<file path="src/rtl/branch_predict_unit.sv">
// Branch resolver plus direct-mapped BTB with 2-bit counters.
// Fetch reads the table combinationally; execute trains it on the clock.
module branch_predict_unit #(
   parameter int          IDX_W      = 6,
   parameter int          TAG_W      = 8,
   parameter bit          PREDICT_EN = 1'b1,
   parameter logic [1:0]  CNT_INIT   = 2'b10
) (
   input  logic        clk_i,
   input  logic        rst_ni,
   input  logic [31:0] f_pc_i,
   output logic        f_pred_taken_o,
   output logic [31:0] f_pred_target_o,
   input  logic        ex_valid_i,
   input  logic [31:0] ex_instr_i,
   input  logic [31:0] ex_pc_i,
   input  logic [31:0] ex_target_i,
   input  logic        ex_br_equal_i,
   input  logic        ex_br_less_i,
   input  logic        ex_pred_taken_i,
   input  logic [31:0] ex_pred_target_i,
   output logic        is_taken_o,
   output logic        mispredict_o,
   output logic [31:0] redirect_pc_o,
   output logic [31:0] br_cnt_o,
   output logic [31:0] miss_cnt_o
);

   localparam int N   = 1 << IDX_W;
   localparam int TLO = IDX_W + 2;
   localparam int THI = IDX_W + TAG_W + 1;

   localparam logic [6:0] OP_B    = 7'b1100011;
   localparam logic [6:0] OP_JAL  = 7'b1101111;
   localparam logic [6:0] OP_JALR = 7'b1100111;

   logic [N-1:0]     valid_q;
   logic [TAG_W-1:0] tag_q    [N];
   logic [31:0]      target_q [N];
   logic [1:0]       ctr_q    [N];

   logic [IDX_W-1:0] r_idx;
   logic [TAG_W-1:0] r_tag;
   logic             r_hit;
   logic [IDX_W-1:0] w_idx;
   logic [TAG_W-1:0] w_tag;
   logic             w_hit;

   logic [6:0] opcode;
   logic [2:0] funct3;
   logic       is_b;
   logic       is_j;
   logic       b_cond;
   logic       taken;
   logic       train;

   assign r_idx = f_pc_i[IDX_W+1:2];
   assign r_tag = f_pc_i[THI:TLO];
   assign r_hit = valid_q[r_idx] && (tag_q[r_idx] == r_tag);

   assign f_pred_taken_o  = PREDICT_EN && r_hit && ctr_q[r_idx][1];
   assign f_pred_target_o = f_pred_taken_o ? target_q[r_idx] : 32'd0;

   assign opcode = ex_instr_i[6:0];
   assign funct3 = ex_instr_i[14:12];

   always_comb begin
      is_b = 1'b0;
      is_j = 1'b0;
      unique case (1'b1)
         (opcode == OP_B):    is_b = 1'b1;
         (opcode == OP_JAL):  is_j = 1'b1;
         (opcode == OP_JALR): is_j = 1'b1;
         default: ;
      endcase
   end

   always_comb begin
      b_cond = 1'b0;
      unique case (funct3)
         3'b000:         b_cond = ex_br_equal_i;
         3'b001:         b_cond = !ex_br_equal_i;
         3'b100, 3'b110: b_cond = ex_br_less_i;
         3'b101, 3'b111: b_cond = !ex_br_less_i;
         default:        b_cond = 1'b0;
      endcase
   end

   assign taken = is_j || (is_b && b_cond);

   assign is_taken_o    = ex_valid_i && taken;
   assign mispredict_o  = ex_valid_i &&
                          ((taken != ex_pred_taken_i) ||
                           (taken && (ex_target_i != ex_pred_target_i)));
   assign redirect_pc_o = !ex_valid_i ? 32'd0 :
                          taken ? ex_target_i : ex_pc_i + 32'd4;

   assign w_idx = ex_pc_i[IDX_W+1:2];
   assign w_tag = ex_pc_i[THI:TLO];
   assign w_hit = valid_q[w_idx] && (tag_q[w_idx] == w_tag);
   assign train = ex_valid_i && PREDICT_EN;

   always_ff @(posedge clk_i or negedge rst_ni) begin
      if (!rst_ni) begin
         valid_q <= '0;
         for (int i = 0; i < N; i++) begin
            tag_q[i]    <= '0;
            target_q[i] <= '0;
            ctr_q[i]    <= CNT_INIT;
         end
      end else if (train) begin
         unique case (1'b1)
            is_b: begin
               if (w_hit) begin
                  if (taken) begin
                     target_q[w_idx] <= ex_target_i;
                     if (ctr_q[w_idx] != 2'b11)
                        ctr_q[w_idx] <= ctr_q[w_idx] + 2'd1;
                  end else if (ctr_q[w_idx] != 2'b00) begin
                     ctr_q[w_idx] <= ctr_q[w_idx] - 2'd1;
                  end
               end else if (taken) begin
                  valid_q[w_idx]  <= 1'b1;
                  tag_q[w_idx]    <= w_tag;
                  target_q[w_idx] <= ex_target_i;
                  ctr_q[w_idx]    <= CNT_INIT;
               end
            end
            is_j: begin
               valid_q[w_idx]  <= 1'b1;
               tag_q[w_idx]    <= w_tag;
               target_q[w_idx] <= ex_target_i;
               ctr_q[w_idx]    <= 2'b11;
            end
            default: begin
               // a non-control op matching an entry means the entry is stale
               if (w_hit) valid_q[w_idx] <= 1'b0;
            end
         endcase
      end
   end

   always_ff @(posedge clk_i or negedge rst_ni) begin
      if (!rst_ni) begin
         br_cnt_o   <= '0;
         miss_cnt_o <= '0;
      end else begin
         if (ex_valid_i && (is_b || is_j) && (br_cnt_o != '1))
            br_cnt_o <= br_cnt_o + 32'd1;
         if (mispredict_o && (miss_cnt_o != '1))
            miss_cnt_o <= miss_cnt_o + 32'd1;
      end
   end

   logic unused_bits;
   assign unused_bits = ^{f_pc_i[31:THI+1], f_pc_i[1:0],
                          ex_pc_i[31:THI+1], ex_pc_i[1:0],
                          ex_instr_i[31:15], ex_instr_i[11:7]};

endmodule

</file>
<file path="config.mk">
export PLATFORM = sky130hd
export DESIGN_NAME = branch_predict_unit
export DESIGN_NICKNAME = d
export VERILOG_FILES = /design/src/rtl/branch_predict_unit.sv
export SDC_FILE = /design/constraint.sdc
export NUM_CORES = 2
export LEC_CHECK = 0
export BUFFER_PORTS_ARGS = -buffer_cell sky130_fd_sc_hd__buf_2
export CORE_ASPECT_RATIO = 1.1
export CORE_MARGIN = 2
export CORE_UTILIZATION = 50
export CTS_BUF_LIST = sky130_fd_sc_hd__clkbuf_2
export CTS_CLUSTER_SIZE = 40
export DETAILED_ROUTE_END_ITERATION = 10
export PLACE_DENSITY = 0.66
export REMOVE_ABC_BUFFERS = 1
export SYNTH_ARGS = -nofsm -noshare
export SYNTH_HDL_FRONTEND = slang
export SYNTH_SLANG_ARGS = --single-unit
</file>
<file path="constraint.sdc">
create_clock -name clk_i -period 8.1 [get_ports clk_i]
set_input_delay 1.215 -clock clk_i [delete_from_list [all_inputs] [get_ports clk_i]]
set_output_delay 1.215 -clock clk_i [all_outputs]
set_load 0.005 [all_outputs]
</file>
==> flow_results.org <==
** Timing
- Worst setup skew after layout :: 0.284 ns
- At the pin with the least slew margin, the transition time is 1.37 ns.
- Worst Slack Setup Final :: 0.405 ns
- Of the available clock period, the critical path in the final layout requires 95.0%.
- Derived from the worst setup path, the maximum achievable clock frequency is 130 MHz.
- Count of endpoints failing setup in the final report :: 0
- Relative slew margins :: 8.69%
- The number of pins exceeding their max-slew limit in the final report was 0.
- Setup repair after global routing left no endpoint under its margin.
- Final critical-path required period :: 7.70 ns
- Hold Vio Cnt, Final :: 0

** Placed design
- Count of input and output buffers :: 256
- Before CTS, the worst setup slack after placement is 0.846 ns.
- Including well taps, the total number of placed cells is 12,140.
- Post-placement cell area :: 142,000 sq um
- Final HPWL DP :: 263 mm
- At the end of routability-driven placement, the weighted congestion stood at 0.935.

** Hold path
- Hold EP :: tag_q[495]
- The tightest min-delay check is of the primary input to flip-flop type.
- The worst hold path begins at ex_pc_i[15].
- Counting instances, the worst hold path has a depth of 3.

** Synth
- Of the synthesized area, sequential elements account for 52.0%.
- Post-synthesis instance total :: 8,897
- After synthesis, the share of flip-flops with an asynchronous set or reset is 100%.
- Mapped cell area :: 136,000 sq um
- Averaged over all synthesized cells, the footprint is 15.3 sq um.
- Top flip-flop cell by instance count after synthesis :: sky130_fd_sc_hd__dfrtp_1
- Number of synthesized register bits :: 2,816
- Counting distinct cell types in the post-synthesis netlist gives 78.
- The Yosys step of the flow raised 0 warnings.
- Number of enable flip-flop cells after synthesis :: 0

** Critical path
- Counting cells, the worst reg-to-reg path comes to 14.
- Setup slack on the worst reg-to-reg path comes out at 3.20 ns.
- WP data arrival :: 6.48 ns
- Launch point of the worst reg-to-reg path :: tag_q[176]
- Startpoint Class :: flip-flop
- The endpoint identified for the worst register-to-register timing path is tag_q[392].
- The worst setup path is of the flip-flop to output pin kind.
- Critical-path maximum fanout :: 18
- At the worst endpoint, the required time is 6.88 ns.
- The worst setup path is captured at an output pin.

** CTS
- TritonCTS created 723 clock buffers.
- Once the clock tree was built, the resizer swapped 0 gates to a different size.
- Post-CTS clock slew at the launch and capture registers of the worst setup and hold paths :: 0.11 ns
- Clock tree synthesis selected as its root buffer the cell sky130_fd_sc_hd__clkbuf_2.
- The H-tree was split into 6 levels.
- Number of sinks on the clock net :: 2,816
- Number of setup buffers added after CTS :: 0
- Clock insertion delay at the later pin of the skew report :: 2.03 ns
- After clock tree synthesis, the flow added hold-fix buffers numbering 27.
- The clock passes through at most 4 buffers.
- TritonCTS clock tree :: built

** Floorplan
- Starting density of the core :: 50.3%
- After floorplanning, the core was divided into 200 placement rows.
- From left edge to right edge, the die measures 501 um.
- Die footprint :: 276,000 sq um
- IO Count :: 297
- Area of the core :: 270,000 sq um
- From bottom edge to top edge, the die measures 550 um.

** Power
- The worst-case IR drop observed on VDD is 0.115 mV.
- Power per standard cell area :: 173 nW/um^2
- In this run the static leakage power is 71.5 nW.

** Routing
- Routed via count divided by cell count :: 6.47
- After detailed routing, the number of remaining DRC violations is 0.
- In the final routed layout, each cell accounts on average for 31.9 um.
- The detail route stage leaves a number of antenna-violating nets equal to 0.
- The final route contains 86,592 vias.
- The first detailed-routing pass took 6 iterations.
- 1st-iter DRT viols :: 8,720
- After detailed routing, the total wire length is 427 mm.

** Final layout
- Non-Filler Instances :: 13,393
- Post-synthesis to final-layout area growth :: 9.09%
- Final net count :: 9,528
- Layout cells sized above 1 :: 55.7%
- With fillers left out, the area of the finished cells amounts to 148,000 sq um.
- Total of fill cells in the finished design :: 22,050

** Flow run
- Across the run, the number of max-cap violations was 0.

** Outcome
- The flow ran to the end, and the final reports show no timing, DRC or antenna violations.

** Global routing
- Across every metal layer, demand over resource in global routing totals 30.9%.
- Entering global routing, the biggest net connects 189 pins.
- The via count of the first global-routing pass is 91,123.
- Antenna violations before repair :: 42
- The first global-routing pass estimated 624 mm of wire.
- Global routing finished with a remaining overflow of 0.
synthesized netlist by cell type, drive strengths merged (5+ instances only):
cell,number,area [sq um]
a211oi,72,541
a21oi,52,260
a221oi,45,394
a22o,13,114
a22oi,110,826
a31oi,12,75.1
and2,11,68.8
and3,36,225
and3b,11,96.3
and4,10,87.6
buf,194,940
clkbuf,681,2560
dfrtp,2752,68900
dfstp,64,1680
ha,5,62.6
inv,26,97.6
mux2,2737,30800
mux2i,169,1700
mux4,893,20100
nand2,163,612
nand2b,19,119
nand3,107,536
nand3b,12,90.1
nand4,58,363
nor2,151,567
nor2b,29,181
nor3,79,395
nor3b,9,77.6
nor4,34,228
o211ai,41,571
o21ai,76,557
o22ai,9,56.3
o31ai,19,143
or3,10,62.6
or3b,6,52.6
xnor2,58,508
xor2,74,648
critical path, stage by stage, from the launching register on:
cell	delay, ns
sky130_fd_sc_hd__dfrtp_1	0.41
sky130_fd_sc_hd__mux4_2	0.50
sky130_fd_sc_hd__mux4_2	0.54
sky130_fd_sc_hd__mux2i_1	0.18
sky130_fd_sc_hd__xnor2_1	0.09
sky130_fd_sc_hd__nor4_1	0.48
sky130_fd_sc_hd__a31oi_1	0.12
sky130_fd_sc_hd__nor4_2	0.75
sky130_fd_sc_hd__buf_4	0.53
sky130_fd_sc_hd__nand2_1	0.09
sky130_fd_sc_hd__buf_4	0.24
sky130_fd_sc_hd__a211oi_1	0.23
sky130_fd_sc_hd__buf_4	0.23
sky130_fd_sc_hd__buf_2	0.13
worst max-delay path by stage:
stage | from | endpoint | slack (ns) | depth (start not counted)
floorplan | ex_pc_i[3] | tag_q[184] | -5.31 | 10
global placement | f_pc_i[2] | f_pred_target_o[6] | 0.75 | 14
detailed placement | f_pc_i[2] | f_pred_target_o[6] | 0.85 | 13
CTS | tag_q[385] | f_pred_target_o[6] | 0.34 | 12
global route | tag_q[385] | f_pred_target_o[6] | 0.29 | 12
finish | tag_q[361] | f_pred_target_o[8] | 0.40 | 13
through the flow:
step                hold WS [ns]  utilization, %  total power [mW]  setup TNS (ns)
finish                     0.176            54.8              25.7               0
global route               0.159            54.8              26.8               0
CTS                     0.000600            54.8              25.9               0
detailed placement         0.484            52.4              16.2               0
global placement           0.469            52.4              16.2               0
floorplan                  0.474               -              14.9        -2571.59
layout by cell type (no fill, tap or decap), types with 106 or more instances in the layout:
cell type,n
sky130_fd_sc_hd__nand3_1,106
sky130_fd_sc_hd__clkinv_1,122
sky130_fd_sc_hd__mux4_2,893
sky130_fd_sc_hd__nor2_1,116
sky130_fd_sc_hd__dfrtp_1,2752
sky130_fd_sc_hd__mux2i_1,168
sky130_fd_sc_hd__nand2_1,159
sky130_fd_sc_hd__clkbuf_2,1031
sky130_fd_sc_hd__buf_2,246
sky130_fd_sc_hd__a22oi_1,110
sky130_fd_sc_hd__buf_4,291
sky130_fd_sc_hd__mux2_2,2687
routing by layer:
| layer | part of all wire (%) | track usage (%) | vias up |
|---|---|---|---|
| li1 | - | - | 34843 |
| met1 | 40 | 40.7 | 46760 |
| met2 | 47 | 49.0 | 3869 |
| met3 | 7.5 | 6.34 | 1096 |
| met4 | 5.4 | 15.6 | 24 |
| met5 | 0.036 | 0 | - |
flip-flops by register name, indices dropped and copies added (netlist names), named ones only:
register / flops
br_cnt_o: 32
ctr_q: 128
miss_cnt_o: 32
tag_q: 512
target_q: 2048
power breakdown:
| part | internal, mW | switching (mW) |
|---|---|---|
| Clock | 3.76 | 5.97 |
| Sequential | 14.1 | 0.0667 |
| Combinational | 0.498 | 1.23 |
| Total | 18.4 | 7.26 |
cells by family after synthesis:
| kind of cell | synth area share [%] |
|---|---|
| AO/OA/AOI/OAI | 2.90 |
| adder cells (fa/ha/maj) | 0.0461 |
| AND/OR/NAND/NOR | 2.80 |
| XOR/XNOR | 0.852 |
| buffers and inverters | 2.65 |
| multiplexers | 38.8 |
| flip-flops | 52.0 |
final cells by class:
type	instances	area (sq um)	share of cell area (%)
Tap cell	3535	4420	2.99
Multi-Input combinational cell	5178	62100	42.0
Antenna cell	16	40.0	0.0270
Clock inverter	179	1100	0.744
Sequential cell	2816	70500	47.6
Inverter	28	105	0.0710
Clock buffer	1031	5160	3.48
Timing Repair Buffer	610	4570	3.09
No activity file was read; power rests on OpenSTA's default activity.
